$ cat src/rtl/regfile_issue_if.sv
// Issue, execute and writeback buses between decoder, issue controller and execute unit.
// The slave modport is the issue controller's view of the buses.
interface regfile_issue_if #(
  parameter int unsigned INDEX_WIDTH = 3,
  parameter int unsigned REG_WIDTH   = 32
);
  logic                   iss_valid;
  logic                   iss_ready;
  logic [INDEX_WIDTH-1:0] iss_rs1;
  logic [INDEX_WIDTH-1:0] iss_rs2;
  logic [INDEX_WIDTH-1:0] iss_rd;
  logic                   iss_wen;

  logic                   ex_valid;
  logic                   ex_ready;
  logic [REG_WIDTH-1:0]   ex_a;
  logic [REG_WIDTH-1:0]   ex_b;
  logic [INDEX_WIDTH-1:0] ex_rd;
  logic                   ex_wen;

  logic                   wb_valid;
  logic [INDEX_WIDTH-1:0] wb_rd;
  logic [REG_WIDTH-1:0]   wb_data;

  modport slave (
    input  iss_valid, iss_rs1, iss_rs2, iss_rd, iss_wen,
    output iss_ready,
    output ex_valid, ex_a, ex_b, ex_rd, ex_wen,
    input  ex_ready,
    input  wb_valid, wb_rd, wb_data
  );

  modport master (
    output iss_valid, iss_rs1, iss_rs2, iss_rd, iss_wen,
    input  iss_ready,
    input  ex_valid, ex_a, ex_b, ex_rd, ex_wen,
    output ex_ready,
    output wb_valid, wb_rd, wb_data
  );
endinterface

$ cat src/rtl/regfile_issue_ctrl.sv
// Scoreboarded issue controller: stalls on pending sources/destination, reads operands
// from an external register file and hands them to the execute unit.
module regfile_issue_ctrl #(
  parameter int unsigned INDEX_WIDTH = 3,
  parameter int unsigned REG_WIDTH   = 32
) (
  input  logic                   clk,
  input  logic                   rstn,
  regfile_issue_if.slave         bus,
  output logic                   rf_we,
  output logic [INDEX_WIDTH-1:0] rf_op0,
  output logic [INDEX_WIDTH-1:0] rf_op1,
  output logic [INDEX_WIDTH-1:0] rf_op2,
  output logic [REG_WIDTH-1:0]   rf_D,
  input  logic [REG_WIDTH-1:0]   rf_S1,
  input  logic [REG_WIDTH-1:0]   rf_S2,
  output logic                   busy
);

  localparam int unsigned NUM_REGS = 1 << INDEX_WIDTH;

  typedef enum logic [1:0] {IDLE, READ, VALID} state_t;

  typedef struct packed {
    logic [INDEX_WIDTH-1:0] rs1;
    logic [INDEX_WIDTH-1:0] rs2;
    logic [INDEX_WIDTH-1:0] rd;
    logic                   wen;
  } issue_t;

  state_t                state;
  state_t                state_nxt;
  issue_t                lat;
  logic [NUM_REGS-1:0]   pend;
  logic [NUM_REGS-1:0]   pend_nxt;
  logic [REG_WIDTH-1:0]  ex_a_q;
  logic [REG_WIDTH-1:0]  ex_b_q;
  logic                  busy_q;
  logic                  clr_rs1;
  logic                  clr_rs2;
  logic                  clr_rd;
  logic                  hazard;
  logic                  accept;

  // Writeback goes straight to the register file and is never stalled.
  assign rf_we  = bus.wb_valid & rstn;
  assign rf_op0 = bus.wb_rd;
  assign rf_D   = bus.wb_data;

  // A writeback retiring this cycle releases its scoreboard bit for the same-cycle check.
  assign clr_rs1 = bus.wb_valid & (bus.wb_rd == bus.iss_rs1);
  assign clr_rs2 = bus.wb_valid & (bus.wb_rd == bus.iss_rs2);
  assign clr_rd  = bus.wb_valid & (bus.wb_rd == bus.iss_rd);

  assign hazard = (pend[bus.iss_rs1] & ~clr_rs1)
                | (pend[bus.iss_rs2] & ~clr_rs2)
                | (bus.iss_wen & pend[bus.iss_rd] & ~clr_rd);

  assign accept = bus.iss_valid & bus.iss_ready;

  // State register
  always_ff @(posedge clk) begin
    if (!rstn) state <= IDLE;
    else       state <= state_nxt;
  end

  // Next-state logic
  always_comb begin
    state_nxt = state;
    unique case (state)
      IDLE:    if (accept) state_nxt = READ;
      READ:    state_nxt = VALID;
      VALID:   if (bus.ex_ready) state_nxt = IDLE;
      default: state_nxt = IDLE;
    endcase
  end

  // Output decode; operand read indices always follow the latched issue
  always_comb begin
    bus.iss_ready = 1'b0;
    bus.ex_valid  = 1'b0;
    rf_op1        = lat.rs1;
    rf_op2        = lat.rs2;
    unique case (state)
      IDLE:    bus.iss_ready = ~hazard & rstn;
      VALID:   bus.ex_valid  = rstn;
      default: ;
    endcase
  end

  // Scoreboard next value: a same-cycle set for the issued rd overrides a clear.
  always_comb begin
    pend_nxt = pend;
    if (bus.wb_valid)           pend_nxt[bus.wb_rd]  = 1'b0;
    if (accept && bus.iss_wen)  pend_nxt[bus.iss_rd] = 1'b1;
  end

  // Issue latch, operand capture and scoreboard
  always_ff @(posedge clk) begin
    if (!rstn) begin
      lat    <= '0;
      ex_a_q <= '0;
      ex_b_q <= '0;
      pend   <= '0;
      busy_q <= 1'b0;
    end else begin
      pend   <= pend_nxt;
      busy_q <= |pend_nxt;
      if (accept) begin
        lat.rs1 <= bus.iss_rs1;
        lat.rs2 <= bus.iss_rs2;
        lat.rd  <= bus.iss_rd;
        lat.wen <= bus.iss_wen;
      end
      if (state == READ) begin
        ex_a_q <= rf_S1;
        ex_b_q <= rf_S2;
      end
    end
  end

  assign bus.ex_a   = ex_a_q;
  assign bus.ex_b   = ex_b_q;
  assign bus.ex_rd  = lat.rd;
  assign bus.ex_wen = lat.wen;
  assign busy       = busy_q;

endmodule

$ cat src/flat_wrapper.sv
// flat-port wrapper written by rule: the top's interface ports become plain ports
module regfile_issue_ctrl_flat 
#(
  parameter int unsigned INDEX_WIDTH = 3,
  parameter int unsigned REG_WIDTH   = 32
)
  (clk, rstn, rf_we, rf_op0, rf_op1, rf_op2, rf_D, rf_S1, rf_S2, busy, bus_iss_valid, bus_iss_rs1, bus_iss_rs2, bus_iss_rd, bus_iss_wen, bus_iss_ready, bus_ex_valid, bus_ex_a, bus_ex_b, bus_ex_rd, bus_ex_wen, bus_ex_ready, bus_wb_valid, bus_wb_rd, bus_wb_data);
  regfile_issue_if #(.INDEX_WIDTH(INDEX_WIDTH), .REG_WIDTH(REG_WIDTH)) bus_i ();
  input  logic clk;
  input  logic rstn;
  output logic rf_we;
  output logic [INDEX_WIDTH-1:0] rf_op0;
  output logic [INDEX_WIDTH-1:0] rf_op1;
  output logic [INDEX_WIDTH-1:0] rf_op2;
  output logic [REG_WIDTH-1:0] rf_D;
  input  logic [REG_WIDTH-1:0] rf_S1;
  input  logic [REG_WIDTH-1:0] rf_S2;
  output logic busy;
  input wire logic [$bits(bus_i.iss_valid)-1:0] bus_iss_valid;
  input wire logic [$bits(bus_i.iss_rs1)-1:0] bus_iss_rs1;
  input wire logic [$bits(bus_i.iss_rs2)-1:0] bus_iss_rs2;
  input wire logic [$bits(bus_i.iss_rd)-1:0] bus_iss_rd;
  input wire logic [$bits(bus_i.iss_wen)-1:0] bus_iss_wen;
  output wire logic [$bits(bus_i.iss_ready)-1:0] bus_iss_ready;
  output wire logic [$bits(bus_i.ex_valid)-1:0] bus_ex_valid;
  output wire logic [$bits(bus_i.ex_a)-1:0] bus_ex_a;
  output wire logic [$bits(bus_i.ex_b)-1:0] bus_ex_b;
  output wire logic [$bits(bus_i.ex_rd)-1:0] bus_ex_rd;
  output wire logic [$bits(bus_i.ex_wen)-1:0] bus_ex_wen;
  input wire logic [$bits(bus_i.ex_ready)-1:0] bus_ex_ready;
  input wire logic [$bits(bus_i.wb_valid)-1:0] bus_wb_valid;
  input wire logic [$bits(bus_i.wb_rd)-1:0] bus_wb_rd;
  input wire logic [$bits(bus_i.wb_data)-1:0] bus_wb_data;
  assign bus_i.iss_valid = bus_iss_valid;
  assign bus_i.iss_rs1 = bus_iss_rs1;
  assign bus_i.iss_rs2 = bus_iss_rs2;
  assign bus_i.iss_rd = bus_iss_rd;
  assign bus_i.iss_wen = bus_iss_wen;
  assign bus_iss_ready = bus_i.iss_ready;
  assign bus_ex_valid = bus_i.ex_valid;
  assign bus_ex_a = bus_i.ex_a;
  assign bus_ex_b = bus_i.ex_b;
  assign bus_ex_rd = bus_i.ex_rd;
  assign bus_ex_wen = bus_i.ex_wen;
  assign bus_i.ex_ready = bus_ex_ready;
  assign bus_i.wb_valid = bus_wb_valid;
  assign bus_i.wb_rd = bus_wb_rd;
  assign bus_i.wb_data = bus_wb_data;
  regfile_issue_ctrl #(.INDEX_WIDTH(INDEX_WIDTH), .REG_WIDTH(REG_WIDTH)) u_core (.clk(clk), .rstn(rstn), .bus(bus_i), .rf_we(rf_we), .rf_op0(rf_op0), .rf_op1(rf_op1), .rf_op2(rf_op2), .rf_D(rf_D), .rf_S1(rf_S1), .rf_S2(rf_S2), .busy(busy));
endmodule
$ cat config.mk
export PLATFORM = sky130hd
export DESIGN_NAME = regfile_issue_ctrl_flat
export DESIGN_NICKNAME = d
export VERILOG_FILES = /design/src/rtl/regfile_issue_if.sv /design/src/rtl/regfile_issue_ctrl.sv /design/src/flat_wrapper.sv
export SDC_FILE = /design/constraint.sdc
export NUM_CORES = 1
export LEC_CHECK = 0
export CAP_MARGIN = 20
export CORE_MARGIN = 5
export CORE_UTILIZATION = 61
export CTS_BUF_LIST = sky130_fd_sc_hd__clkbuf_4
export DETAILED_ROUTE_END_ITERATION = 12
export DONT_BUFFER_PORTS = 1
export GPL_TIMING_DRIVEN = 1
export PLACE_DENSITY = 0.83
export SYNTH_ARGS = -nofsm -noshare
export SYNTH_HDL_FRONTEND = slang
export SYNTH_SLANG_ARGS = --single-unit
$ cat constraint.sdc
create_clock -name clk -period 2.1 [get_ports clk]
set_input_delay 0.105 -clock clk [delete_from_list [all_inputs] [get_ports clk]]
set_output_delay 0.105 -clock clk [all_outputs]
set_load 0.005 [all_outputs]
# Word level (Yosys, flattened, before mapping)
# Cells that the tools add are included.
# word_totals
register_bits	85
input_bits	114
# op_classes
order_cmp	6
eq_ne	7
mux	17
bitwise	19
reduce_logical	6
# op_table
operator	n
$lt A3 B4 Y1 const B	4
$mux W8	2
$and A1 B1 Y1	10
$bmux W1 S3	3
$eq A3 B3 Y1	3
$and A8 B8 Y8	1
$not A8 Y8	1
$or A8 B8 Y8	1
$reduce_or A8 Y1	1
$mux W1	7
$demux W1 S3	2
$ge A3 B1 Y1 const B	2
$pmux W2 S3	1
$mux W2	2
$not A1 Y1	4
$logic_and A1 B1 Y1	3
$eq A2 B1 Y1 const B	1
$eq A2 B2 Y1 const B	1
$logic_not A2 Y1	1
$ne A2 B1 Y1 const B	1
$ne A2 B2 Y1 const B	1
$or A1 B1 Y1	2
$reduce_and A2 Y1	1

# Logic depth before layout (Yosys ltp)
# logic_depth
ltp_word	13
depth_mapped	7
mapped_depth_nobuf	5

# Worst setup path before layout
# No wires, ideal clock.
# synth_path
path_kind	register to register
startpoint	reg u_core.pend[7]
endpoint	reg u_core.pend[0]
t_arrival_ns	1.604
setup_slack_ns	0.401
stages_incl_launch_ff	7
cell_sequence	dfxtp_1 > mux4_2 > o311ai_2 > o2111a_1 > nand3_2 > buf_6 > o41ai_2
# synth_via
elab_chain_len	11
word_cells_on_any_way	18
# synth_rtl
element	line	rtl
start: declaration	regfile_issue_ctrl.sv:34	logic [NUM_REGS-1:0] pend;
start signal: assignment	regfile_issue_ctrl.sv:107	pend <= pend_nxt;
$bmux W1 S3, on equally long branches	regfile_issue_ctrl.sv:55, regfile_issue_ctrl.sv:56, regfile_issue_ctrl.sv:57	
$mux W1, on equally long branches	regfile_issue_ctrl.sv:55, regfile_issue_ctrl.sv:56, regfile_issue_ctrl.sv:57	
$and A1 B1 Y1, on equally long branches	regfile_issue_ctrl.sv:55, regfile_issue_ctrl.sv:56, regfile_issue_ctrl.sv:57	
$or A1 B1 Y1 or $and A1 B1 Y1 (tied branches)	regfile_issue_ctrl.sv:56, regfile_issue_ctrl.sv:57	
$or A1 B1 Y1 *	regfile_issue_ctrl.sv:57	| (bus.iss_wen & pend[bus.iss_rd] & ~clr_rd);
$not A1 Y1 *	regfile_issue_ctrl.sv:85	IDLE: bus.iss_ready = ~hazard & rstn;
$and A1 B1 Y1 *	regfile_issue_ctrl.sv:85	
$mux W1 *	regfile_issue_ctrl.sv:84	unique case (state)
$and A1 B1 Y1 *	regfile_issue_ctrl.sv:59	assign accept = bus.iss_valid & bus.iss_ready;
$logic_and A1 B1 Y1 *	regfile_issue_ctrl.sv:95	if (accept && bus.iss_wen) pend_nxt[bus.iss_rd] = 1'b1;
$mux W8 *	regfile_issue_ctrl.sv:95	
# Every way passes the cells marked *; elsewhere a longest branch is shown, timed or not. The select of a mux whose other input is x is not followed.
# A chain may end at the register's enable or synchronous reset.

# Worst setup path in the final report
# layout_path
startpoint	reg u_core.pend[6]
endpoint	reg u_core.pend[2]
# The elaborated chain is that of the path after synthesis.

==> run_results.csv <==
group,metric,value,unit
critical_path,cp_num_buf_inv,1,
detailed_routing,drc,0,
detailed_routing,drtAntennaViolNets,0,
synth,ys_ff_latch,85,
timing,hold_viol,0,
timing,worst_slew_pin_slew,0.728,ns
global_routing,grt_antenna_before_repair,0,
detailed_routing,drt-initial-drc-count,195,
clocking,htreeDepth,3,
detailed_routing,dr.pass1.iters,7,
global_routing,grt_use_total,26.5,%
critical_path,endpoint_kind,"flop",
critical_path,path_max_fanout,10,
clocking,root_buffer,"clkbuf_4",
power,comb_power_share,13.4,%
critical_path,cp.depth,6,
synth,synth_area,0.00379,mm2
finish,finalNetCount,616,
hold_path,hold_path.class,"input pin to flop",
finish,final_cell_mix,"nand2_1, dfxtp_1, dlygate4sd3_1, a21oi_1, mux2i_1",
place,dpl.hpwl,6.55,mm
die,rows,28,
clocking,clk_pin_slew_worst_paths,0.16,ns
power,p_int,2.29,mW
detailed_routing,post_drt_wl_per_cell,18.9,um
critical_path,startpoint,"u_core.pend[6]",
die,dieArea,0.00790,mm2
critical_path,rrSetupSlack,0.09,ns
power,clockPowerShare,30.8,%
critical_path,critPathLaunchType,"flop",
synth,synthCells,472,
power,p_sw_share,28.1,%
critical_path,path_cells,"mux4_2 > o311ai_2 > o2111a_1 > nand3_2 > buf_4 > o21ai_1",
finish,mostFrequentLayoutCell,"nand2_1",
global_routing,grt_pass1_wl,16.3,mm
global_routing,grt_max_degree,70,
timing,finalCriticalPeriod,2.01,ns
critical_path,timing.rr.start,"u_core.pend[6]",
clocking,cts_resized,0,
detailed_routing,wl,11.0,mm
critical_path,crit_path_end,"u_core.pend[2]",
timing,timing.fmax,497,MHz
detailed_routing,vias,3461,
timing,slew_headroom,51.3,%
timing,clock_skew,0.0185,ns
clocking,post_cts_buffers,0,
critical_path,cpLargestDelayFamily,"compound AO/OA/AOI/OAI gates",
timing,maxSlewViolCount,0,
finish,area_growth,19.7,%
place,place_congestion,0.946,
place,portBuffers,0,
synth,synth_top_area_cell,"dfxtp_1",
die,core,0.00599,mm2
synth,synth_warnings,0,
clocking,worstSkewPairLatency,0.42,ns
critical_path,worstRegToRegCells,6,
clocking,cts_num_sinks,85,
synth,avgSynthCellArea,8.04,um2
timing,finalSetupTns,0,ns
power,p_seq_share,55.7,%
clocking,cts_buffer_depth,2,
finish,antennaDiodeCount,0,
synth,synth.top_cells.by_area,"dfxtp_1, nand2_1, a21oi_1",
critical_path,criticalPathCategory,"flop to flop",
die,die_w,88.9,um
power,total_power,3.19,mW
critical_path,slowest_delay,0.48,ns
synth,yosysTopAreaCellShare,44.9,%
synth,yosysSeqAreaShare,44.9,%
global_routing,grt_pass1_vias,3348,
power,ir_drop,502,uV
clocking,numCtsBuffers,9,
die,chipHeight,88.9,um
power,leakagePower,1.70,nW
synth,ys_types,46,
timing,rsz0062_at_grt,"no",
timing,setup_viol,0,
power,powerDensity,703,mW/mm2
critical_path,cp.arrival,2.35,ns
die,ios,227,
job,max_cap_violations,0,
clocking,cts_tree,"built",
global_routing,grt-ovfl-total,0,
detailed_routing,routed_via_density,5.95,
critical_path,required,2.44,ns
timing,finalCritPeriodShare,95.9,%
die,start_util,63.3,%
finish,drive_gt1_share,7.10,%
synth,synth_nets,586,
critical_path,rr_endpoint,"u_core.pend[2]",
status,status,"complete, no violations",
power,power.net_switching,897,uW
critical_path,slowest_stage,"mux4_2",
==> power by group through the flow <==
stage	sequential (mW)	clock, mW	combinational, mW
floorplan	1.79	0	0.309
global placement	1.81	0	0.269
finish	1.78	0.984	0.428
CTS	1.78	1.00	0.416
detailed placement	1.81	0	0.280
global route	1.79	1.08	0.466
==> kinds of logic (layout without fill, tap and decap cells) <==
kind of cell	count (synthesis)	count (layout)	synth area share, %
compound gates	93	93	14.9
xor+xnor	8	8	1.85
buf+inv	84	119	12.1
flops	85	85	44.9
mux	19	19	5.67
simple gates	183	183	20.6
==> timing repair <==
item	4_1_cts	5_1_grt
hold endpoints to repair	84	0
setup endpoints to repair	0	0
hold buffers	83	0
==> how the worst min path moves through the flow <==
stage,startpoint,to,slack [ns],depth (start not counted)
after floorplan,bus_iss_rs1[0],u_core.rf_op1[0],0.24,2
after global placement,bus_wb_data[22],rf_D[22],0.21,0
after detailed placement,bus_wb_data[22],rf_D[22],0.21,0
after CTS,bus_wb_rd[0],u_core.pend[6],0.01,4
after global routing,bus_wb_rd[0],u_core.pend[6],0.05,4
final,bus_wb_rd[0],u_core.pend[6],0.04,4
==> through the flow <==
stage               setup slack, ns  util [%]  instance area [um2]  hold WS, ns  cells
floorplan                     0.401         -                 3790        0.237    472
global placement              0.231      59.5                 3560        0.210    483
detailed placement            0.186      59.5                 3560        0.210    483
CTS                           0.157      75.8                 4540       0.0115    582
global route                 0.0771      75.8                 4540       0.0472    582
finish                       0.0869      75.8                 4540       0.0430    582
==> state kept, by name, indices dropped and copies added, names as in the netlist <==
| register | flops |
|---|---|
| u_core.bus.ex_rd | 3 |
| u_core.state | 2 |
| u_core.busy | 1 |
| u_core.bus.ex_b | 32 |
| u_core.rf_op2 | 3 |
| u_core.bus.ex_a | 32 |
| u_core.bus.ex_wen | 1 |
| u_core.rf_op1 | 3 |
| u_core.pend | 8 |
==> worst reg2reg max path: stages, from the launching register on <==
cell      delay, ns
dfxtp_1        0.39
mux4_2         0.48
o311ai_2       0.11
o2111a_1       0.24
nand3_2        0.25
buf_4          0.28
o21ai_1        0.18
==> synthesized netlist by cell type (all sizes together) <==
master	count
or3b	1
nor2b	3
o311ai	3
and2	1
nand3b	1
o22ai	3
nor3b	1
or4	1
a21oi	65
o2111a	1
xnor2	6
nand3	10
a41o	1
o31ai	6
nor4bb	1
nor2	2
dfxtp	85
nor4	1
mux4	2
buf	45
nand2b	3
or4b	1
nor4b	2
mux2i	17
nor3	3
nand4	3
xor2	2
inv	13
clkbuf	26
nand2	148
a21boi	1
o41ai	2
o21ai	8
a41oi	1
and4b	1
o32ai	1
o31a	1
==> area by class of cell <==
class | instances | area, um2
clock buffers | 9 | 67.6
fillers | 414 | 1450
multi-input cells | 303 | 1640
repair buffers | 90 | 908
inverters | 13 | 48.8
flip-flops and latches | 85 | 1700
well taps | 75 | 93.8
clock inverters | 7 | 78.8
==> layer usage <==
layer / vias to the layer above / routed length [um] / global-route usage (%)
li1: 1590 / - / -
met1: 1599 / 3740 / 29.1
met2: 216 / 5680 / 47.0
met3: 56 / 1200 / 7.36
met4: 0 / 390 / 12.5
met5: - / 0 / 0
Note: power is estimated with default switching activity, not from simulation.
